$ cat config.mk
export PLATFORM = sky130hd
export DESIGN_NAME = serial_cmp_ctrl_flat
export DESIGN_NICKNAME = d
export VERILOG_FILES = /design/src/rtl/serial_cmp_ctrl_pkg.sv /design/src/rtl/serial_cmp_ctrl_if.sv /design/src/rtl/serial_cmp_ctrl_slice2.sv /design/src/rtl/serial_cmp_ctrl.sv /design/src/flat_wrapper.sv
export SDC_FILE = /design/constraint.sdc
export NUM_CORES = 1
export LEC_CHECK = 0
export CAP_MARGIN = 25
export CELL_PAD_IN_SITES_DETAIL_PLACEMENT = 1
export CELL_PAD_IN_SITES_GLOBAL_PLACEMENT = 2
export CORE_ASPECT_RATIO = 1.5
export CORE_UTILIZATION = 35
export DETAILED_ROUTE_END_ITERATION = 8
export PLACE_DENSITY_LB_ADDON = 0.1
export RECOVER_POWER = 25
export SLEW_MARGIN = 20
export SYNTH_ARGS = -nofsm -noshare
export SYNTH_HDL_FRONTEND = slang
export SYNTH_HIERARCHICAL = 1
export SYNTH_SLANG_ARGS = --single-unit
$ cat constraint.sdc
create_clock -name clk -period 2.9 [get_ports clk]
set_input_delay 0.29 -clock clk [delete_from_list [all_inputs] [get_ports clk]]
set_output_delay 0.29 -clock clk [all_outputs]
set_load 0.02 [all_outputs]
$ cat src/rtl/serial_cmp_ctrl_pkg.sv
// Shared types for the serial magnitude comparator.
//   state_t   : controller FSM states (IDLE / RUN / DONE)
//   SLICE_W   : width of one comparator slice, in bits
//   cmp_res_t : one-hot compare result {eq, gt, lt}
package cmp_pkg;

  typedef enum logic [1:0] {
    IDLE = 2'd0,
    RUN  = 2'd1,
    DONE = 2'd2
  } state_t;

  localparam int SLICE_W = 2;

  typedef struct packed {
    logic eq;
    logic gt;
    logic lt;
  } cmp_res_t;

endpackage

$ cat src/rtl/serial_cmp_ctrl_if.sv
// Request/result bundle of serial_cmp_ctrl.
//   start, clear, a, b        : requester -> controller
//   busy, done, eq, gt, lt    : controller -> requester
// master = requester side, slave = controller side.
interface serial_cmp_ctrl_if #(
  parameter int WIDTH = 8
);

  logic             start;
  logic             clear;
  logic [WIDTH-1:0] a;
  logic [WIDTH-1:0] b;
  logic             busy;
  logic             done;
  logic             eq;
  logic             gt;
  logic             lt;

  modport master (
    output start, clear, a, b,
    input  busy, done, eq, gt, lt
  );

  modport slave (
    input  start, clear, a, b,
    output busy, done, eq, gt, lt
  );

endinterface

$ cat src/rtl/serial_cmp_ctrl_slice2.sv
// cmp_slice2: purely combinational unsigned compare of two 2-bit slices.
//   a, b : slice operands
//   res  : one-hot {eq, gt, lt}
module cmp_slice2
  import cmp_pkg::*;
(
  input  logic [SLICE_W-1:0] a,
  input  logic [SLICE_W-1:0] b,
  output cmp_res_t           res
);

  always_comb begin
    res.eq = (a == b);
    res.gt = (a > b);
    res.lt = (a < b);
  end

endmodule

$ cat src/rtl/serial_cmp_ctrl.sv
// serial_cmp_ctrl: compares two WIDTH-bit unsigned operands by walking a single
// 2-bit comparator slice from the MSB slice down to slice 0.
//   clk    : system clock, rising edge
//   rst_n  : asynchronous active-low reset
//   bus    : serial_cmp_ctrl_if.slave
//            start/clear/a/b in; busy/done/eq/gt/lt out (all registered)
// Optional build macro SERIAL_CMP_EARLY_EXIT_EN: leave RUN on the edge that
// processes the first unequal slice instead of always spending NSLICE cycles.
module serial_cmp_ctrl
  import cmp_pkg::*;
#(
  parameter int WIDTH = 8
) (
  input  logic               clk,
  input  logic               rst_n,
  serial_cmp_ctrl_if.slave   bus
);

  localparam int NSLICE = WIDTH / 2;
  localparam int IDX_W  = (NSLICE > 1) ? $clog2(NSLICE) : 1;

`ifdef SERIAL_CMP_EARLY_EXIT_EN
  localparam bit EARLY_EXIT = 1'b1;
`else
  localparam bit EARLY_EXIT = 1'b0;
`endif

  generate
    if ((WIDTH < 2) || ((WIDTH % 2) != 0)) begin : g_bad_width
      $error("serial_cmp_ctrl: WIDTH must be even and >= 2");
    end
  endgenerate

  state_t           state,   state_nxt;
  logic [WIDTH-1:0] a_q,     a_nxt;
  logic [WIDTH-1:0] b_q,     b_nxt;
  logic [IDX_W-1:0] idx,     idx_nxt;
  logic             decided, decided_nxt;  // an unequal slice has been seen
  cmp_res_t         acc,     acc_nxt;      // gt/lt of that first unequal slice
  cmp_res_t         res_q,   res_nxt;      // result presented on eq/gt/lt
  logic             busy_q,  done_q;

  logic [SLICE_W-1:0] a_sl, b_sl;
  cmp_res_t           sl_res;

  assign a_sl = a_q[SLICE_W*idx +: SLICE_W];
  assign b_sl = b_q[SLICE_W*idx +: SLICE_W];

  cmp_slice2 u_slice (
    .a   (a_sl),
    .b   (b_sl),
    .res (sl_res)
  );

  always_comb begin
    // NOTE: every signal assigned here gets a default first, so no path leaves
    // one unassigned and no latch is inferred.
    state_nxt   = state;
    a_nxt       = a_q;
    b_nxt       = b_q;
    idx_nxt     = idx;
    decided_nxt = decided;
    acc_nxt     = acc;
    res_nxt     = res_q;

    if (bus.clear) begin
      // Abort beats start and RUN completion; the results are wiped too.
      state_nxt   = IDLE;
      decided_nxt = 1'b0;
      res_nxt     = '0;
    end else begin
      unique case (state)
        IDLE: begin
          if (bus.start) begin
            a_nxt       = bus.a;
            b_nxt       = bus.b;
            idx_nxt     = IDX_W'(NSLICE - 1);
            decided_nxt = 1'b0;
            acc_nxt     = '0;
            res_nxt     = '0;
            state_nxt   = RUN;
          end
        end

        RUN: begin
          // Only the first unequal slice (scanning from MSB) decides.
          if (!decided && !sl_res.eq) begin
            decided_nxt = 1'b1;
            acc_nxt     = sl_res;
          end
          if ((idx == '0) || (EARLY_EXIT && decided_nxt)) begin
            state_nxt = DONE;
            res_nxt   = decided_nxt ? acc_nxt : '{eq: 1'b1, gt: 1'b0, lt: 1'b0};
            idx_nxt   = '0;
          end else begin
            idx_nxt   = idx - 1'b1;
          end
        end

        DONE:    state_nxt = IDLE;
        default: state_nxt = IDLE;
      endcase
    end
  end

  // NOTE: sequential state uses non-blocking assignments so every flop samples
  // the pre-edge values regardless of statement order.
  always_ff @(posedge clk or negedge rst_n) begin
    if (!rst_n) begin
      state   <= IDLE;
      a_q     <= '0;
      b_q     <= '0;
      idx     <= '0;
      decided <= 1'b0;
      acc     <= '0;
      res_q   <= '0;
      busy_q  <= 1'b0;
      done_q  <= 1'b0;
    end else begin
      state   <= state_nxt;
      a_q     <= a_nxt;
      b_q     <= b_nxt;
      idx     <= idx_nxt;
      decided <= decided_nxt;
      acc     <= acc_nxt;
      res_q   <= res_nxt;
      busy_q  <= (state_nxt == RUN);
      done_q  <= (state_nxt == DONE);
    end
  end

  assign bus.busy = busy_q;
  assign bus.done = done_q;
  assign bus.eq   = res_q.eq;
  assign bus.gt   = res_q.gt;
  assign bus.lt   = res_q.lt;

endmodule

$ cat src/flat_wrapper.sv
// flat-port wrapper written by rule: the top's interface ports become plain ports
module serial_cmp_ctrl_flat import cmp_pkg::*;
#(
  parameter int WIDTH = 8
)
  (clk, rst_n, bus_start, bus_clear, bus_a, bus_b, bus_busy, bus_done, bus_eq, bus_gt, bus_lt);
  serial_cmp_ctrl_if #(.WIDTH(WIDTH)) bus_i ();
  input  logic clk;
  input  logic rst_n;
  input wire logic [$bits(bus_i.start)-1:0] bus_start;
  input wire logic [$bits(bus_i.clear)-1:0] bus_clear;
  input wire logic [$bits(bus_i.a)-1:0] bus_a;
  input wire logic [$bits(bus_i.b)-1:0] bus_b;
  output wire logic [$bits(bus_i.busy)-1:0] bus_busy;
  output wire logic [$bits(bus_i.done)-1:0] bus_done;
  output wire logic [$bits(bus_i.eq)-1:0] bus_eq;
  output wire logic [$bits(bus_i.gt)-1:0] bus_gt;
  output wire logic [$bits(bus_i.lt)-1:0] bus_lt;
  assign bus_i.start = bus_start;
  assign bus_i.clear = bus_clear;
  assign bus_i.a = bus_a;
  assign bus_i.b = bus_b;
  assign bus_busy = bus_i.busy;
  assign bus_done = bus_i.done;
  assign bus_eq = bus_i.eq;
  assign bus_gt = bus_i.gt;
  assign bus_lt = bus_i.lt;
  serial_cmp_ctrl #(.WIDTH(WIDTH)) u_core (.clk(clk), .rst_n(rst_n), .bus(bus_i));
endmodule
# Yosys cells after proc, flatten, opt, wreduce, memory -nomap -nowiden
# Cells that the tools add are included.
totals:
  register_bits: 29
  in_bits: 20
  out_inout_bits: 5
op_classes:
  addsub: 1
  magnitude_cmp: 2
  n_eq_ne: 7
  shifts: 2
  mux: 20
  n_bitwise: 1
  reduce_logical: 11
op_table:
  columns: ["op", "n"]
  rows:
  - ["8-bit by 4-bit indexed part select with 2-bit output", 2]
  - ["3-bit two-way mux", 5]
  - ["3-bit case mux with 2 select lines", 2]
  - ["2-bit two-way mux", 5]
  - ["3-bit AND reduction", 3]
  - ["2-bit case mux with 2 select lines", 2]
  - ["1-bit two-way mux", 5]
  - ["2-bit by 1-bit equality test with 1-bit output (second input constant)", 2]
  - ["2-bit logical NOT", 2]
  - ["3-bit by 2-bit inequality test with 1-bit output (second input constant)", 1]
  - ["3-bit inequality test (second input constant)", 1]
  - ["3-bit nonzero test", 1]
  - ["2-bit equality test", 1]
  - ["2-bit equality test (second input constant)", 1]
  - ["2-bit greater-than comparator", 1]
  - ["1-bit logical NOT", 2]
  - ["2-bit less-than comparator", 1]
  - ["2-bit inequality test (second input constant)", 1]
  - ["1-bit case mux with 2 select lines", 1]
  - ["2-bit AND reduction", 1]
  - ["2-bit nonzero test", 1]
  - ["2-bit by 1-bit subtractor with 2-bit output (second input constant)", 1]
  - ["1-bit logical AND", 1]
  - ["1-bit NOT", 1]

# Depth between registers and ports, before layout
depth:
  ltp_word: 11
  depth_mapped: 9

# Hierarchy
# Netlist, hierarchy kept.
by_module_without_submodules:
  columns: ["mod", "instances", "cells_each", "area_each_um2", "seq_area_each_um2"]
  rows:
  - ["serial_cmp_ctrl", 1, 94, 1313.8, 725.7]
  - ["cmp_slice2", 1, 9, 62.6, 0.0]

# Least setup slack after synthesis
# Ideal clock, no wire load.
synth_timing:
  path_type: "reg-to-reg"
  startpoint: "register u_core.idx[0]"
  endpoint: "register u_core.res_q (netlist bit u_core/bus.gt)"
  setup_ns: 0.066
  arrival_ns: 2.294
  required_time_ns: 2.834
  slack_ns: 0.540
  path_stages_with_launch: 9
  cell_sequence: "dfrtp_1 buf_4 mux4_2 ha_1 and2_4 a21oi_1 or3b_2 a211oi_1 mux2_1"
synth_lines:
  columns: ["item", "line", "rtl"]
  rows:
  - ["start: declaration", "serial_cmp_ctrl.sv:37", "logic [IDX_W-1:0] idx, idx_nxt;"]
  - ["start signal: assignment", "serial_cmp_ctrl.sv:123", "idx <= idx_nxt;"]
  - ["end signal: assignment", "serial_cmp_ctrl.sv:126", "res_q <= res_nxt;"]
  - ["end: declaration", "serial_cmp_ctrl.sv:40", "cmp_res_t res_q, res_nxt;"]

==> results.sh <==
export IMPL_status="finished with violations"
export IMPL_violations="max-capacitance violations, max-slew violations"
export IMPL_num_rows=27
export IMPL_start_kind="register"
export IMPL_syn2layout_area_growth_pct=29.1
export IMPL_endpoint_kind="register"
export IMPL_cp_required_ns=3.11
export IMPL_dr_wl_met2_um=1510
export IMPL_cts_hold_buf=0
export IMPL_vias=909
export IMPL_arrival_ns=2.85
export IMPL_synthArstFlopShare=1.00
export IMPL_synthCells=103
export IMPL_finalClockSkew_ns=0.0104
export IMPL_synth_seq_area_share=0.527
export IMPL_drc=0
export IMPL_wl_per_cell_um=15.3
export IMPL_hp_class="register to register"
export IMPL_post_cts_resize_count=0
export IMPL_setup_tns_ns=0
export IMPL_setup_viol=0
export IMPL_fin_hold_ws_ns=0.484
export IMPL_die_y_um=78.8
export IMPL_die_area_um2=4190
export IMPL_synth_most_common_cell="dfrtp_1"
export IMPL_irDropWorstVdd_v=0.000606
export IMPL_highest_layer="met4"
export IMPL_ys_ff_latch=29
export IMPL_leakagePower_nw=0.755
export IMPL_drive_gt1_frac=0.144
export IMPL_rsz0062_at_grt="false"
export IMPL_power_share_sequential=0.368
export IMPL_cts_buffer_depth=2
export IMPL_synthTopCellsByCount="dfrtp_1, mux2_1, inv_1, o21ai_0"
export IMPL_grt_antenna_before_repair=0
export IMPL_grt_max_degree=30
export IMPL_finalNetCount=153
export IMPL_diodes=0
export IMPL_max_freq_mhz=379
export IMPL_grt_overflow_total=0
export IMPL_ant_nets=0
export IMPL_synthTopCellsByArea="dfrtp_1, mux2_1, mux4_2"
export IMPL_met3_length_um=71
export IMPL_crit_type="register to register"
export IMPL_synth_top_area_frac=0.527
export IMPL_ys_warn_count=6
export IMPL_finalCritPeriodShare=0.910
export IMPL_post_cts_setup_buffer_count=0
export IMPL_final_min_clock_period_ns=2.64
export IMPL_initial_core_util=0.370
export IMPL_sw_frac_of_total=0.317
export IMPL_dp_final_hpwl_um=2050
export IMPL_place_congestion=0.724
export IMPL_clkPwrFrac=0.254
export IMPL_finalWirelength_um=2670
export IMPL_path_max_fanout=10
export IMPL_pwr_share_comb=0.378
export IMPL_slew_violations=30
export IMPL_htree_levels=2
export IMPL_io_pins=25
export IMPL_final_cells=175
export IMPL_cap_violations=1
export IMPL_drt_initial_drc_count=4
export IMPL_maxSlewHeadroom=-0.0372
export IMPL_cts_tree="built"
export IMPL_dpl_cell_count=167
export IMPL_total_power_mw=1.73
export IMPL_port_buffers=24
export IMPL_root_buffer="clkbuf_8"
export IMPL_firstDrtPassIters=3
export IMPL_vias_per_cell=5.19
export IMPL_synth_top_cell_by_area="dfrtp_1"
export IMPL_ys_types=28
export IMPL_synth_area_um2=1380
export IMPL_clock_sinks=29
export IMPL_power_density_nw_per_um2=973
export IMPL_grt_pass1_wl_um=4440
export IMPL_worstMarginPinSlew_ns=1.56
export IMPL_clk_pin_slew_ns=0.06
export IMPL_hold_violations=0
export IMPL_p_int_mw=1.18
export IMPL_die_w_um=53.2
export IMPL_grt_pass1_vias=938
export IMPL_clock_latency_ns=0.28
export IMPL_synth_edf_count=0
export IMPL_met1_length_um=1050
export IMPL_core_area_um2=3720
export IMPL_numCtsBuffers=5
export IMPL_grt_util_all_layers=0.151
export IMPL_p_sw_uw=548
export IMPL_avgSynthCellArea_um2=13.4
export IMPL_synthesis_nets=125
export IMPL_ys_flop_type="dfrtp_1"
[layout by cell type, fill, tap and decap left out, drive strengths merged, types with 3 or more instances in the layout]
cell type      synthesis  routed
inv                    5       5
clkdlybuf4s50          0      23
nor2                   4       4
a21oi                  4       4
o21ai                  6       6
clkbuf                 0       7
dfrtp                 29      29
mux2                  19      19
or3b                   3       3
mux4                   4       4
[cell families after synthesis]
kind of cell,count (synthesis),share of synthesized area
AO/OA/AOI/OAI,19,0.0927
adder cells (fa/ha/maj),2,0.0182
buffers and inverters,11,0.0436
flip-flops,29,0.527
multiplexers,25,0.235
AND/OR/NAND/NOR,17,0.0827
[sequential cells by signal, summed over array words and instances, names as in the netlist]
name / flops
u_core/bus.eq: 1
u_core/bus.gt: 1
u_core/decided: 1
u_core/state: 2
u_core/b_q: 8
u_core/bus.busy: 1
u_core/bus.done: 1
u_core/idx: 2
u_core/acc: 3
u_core/bus.lt: 1
u_core/a_q: 8
[final cells by class]
cell class,count,area [um2]
fill,397,1940
sequential,29,726
multi-input combinational,63,599
timing repair buffer,27,259
clock buffer,6,82.6
tap,43,53.8
clock inverter,2,37.5
inverter,5,18.8
[worst max-delay path, cell delays in order (launching register included)]
cell and delay [ns]:
dfrtp_1 0.57, mux4_2 0.56, ha_1 0.33, nand2b_1 0.09, and2_1 0.12, or3b_2 0.45, a211oi_1 0.27, mux2_1 0.18
[worst paths after layout]
kind | startpoint | end | slack (ns) | depth (start not counted)
min reg2reg | u_core/acc[1]$_DFFE_PN0P_ | u_core/acc[1]$_DFFE_PN0P_ | 0.48 | 1
min in group asynchronous | rst_n | u_core/acc[2]$_DFFE_PN0P_ | 0.93 | 2
max in group asynchronous | rst_n | u_core/bus.eq$_DFFE_PN0P_ | 1.07 | 2
min | u_core/acc[1]$_DFFE_PN0P_ | u_core/acc[1]$_DFFE_PN0P_ | 0.48 | 1
max reg2reg | u_core/idx[0]$_DFFE_PN0P_ | u_core/bus.lt$_DFFE_PN0P_ | 0.26 | 7
max | u_core/idx[0]$_DFFE_PN0P_ | u_core/bus.lt$_DFFE_PN0P_ | 0.26 | 7
[power groups by stage]
stage	sequential, mW	clock [mW]	combinational, mW
after CTS	0.642	0.450	0.671
after global routing	0.659	0.462	0.732
after global placement	0.642	0	0.638
after floorplan	0.591	0	0.547
after detailed placement	0.650	0	0.670
final	0.636	0.439	0.654
[metrics by stage]
stage,area [um2],utilization,setup slack [ns]
2_1_floorplan,1380,-,0.540
5_1_grt,1780,0.478,0.142
3_3_place_gp,1660,0.447,0.341
6_report,1780,0.478,0.262
4_1_cts,1780,0.479,0.215
3_5_place_dp,1660,0.447,0.219
[layer usage]
layer	vias to the layer above	GRT usage
met5	-	0
met4	0	0.0789
met3	4	0.0345
met2	14	0.268
met1	465	0.157
li1	426	-
No activity file was read; power rests on OpenSTA's default activity.
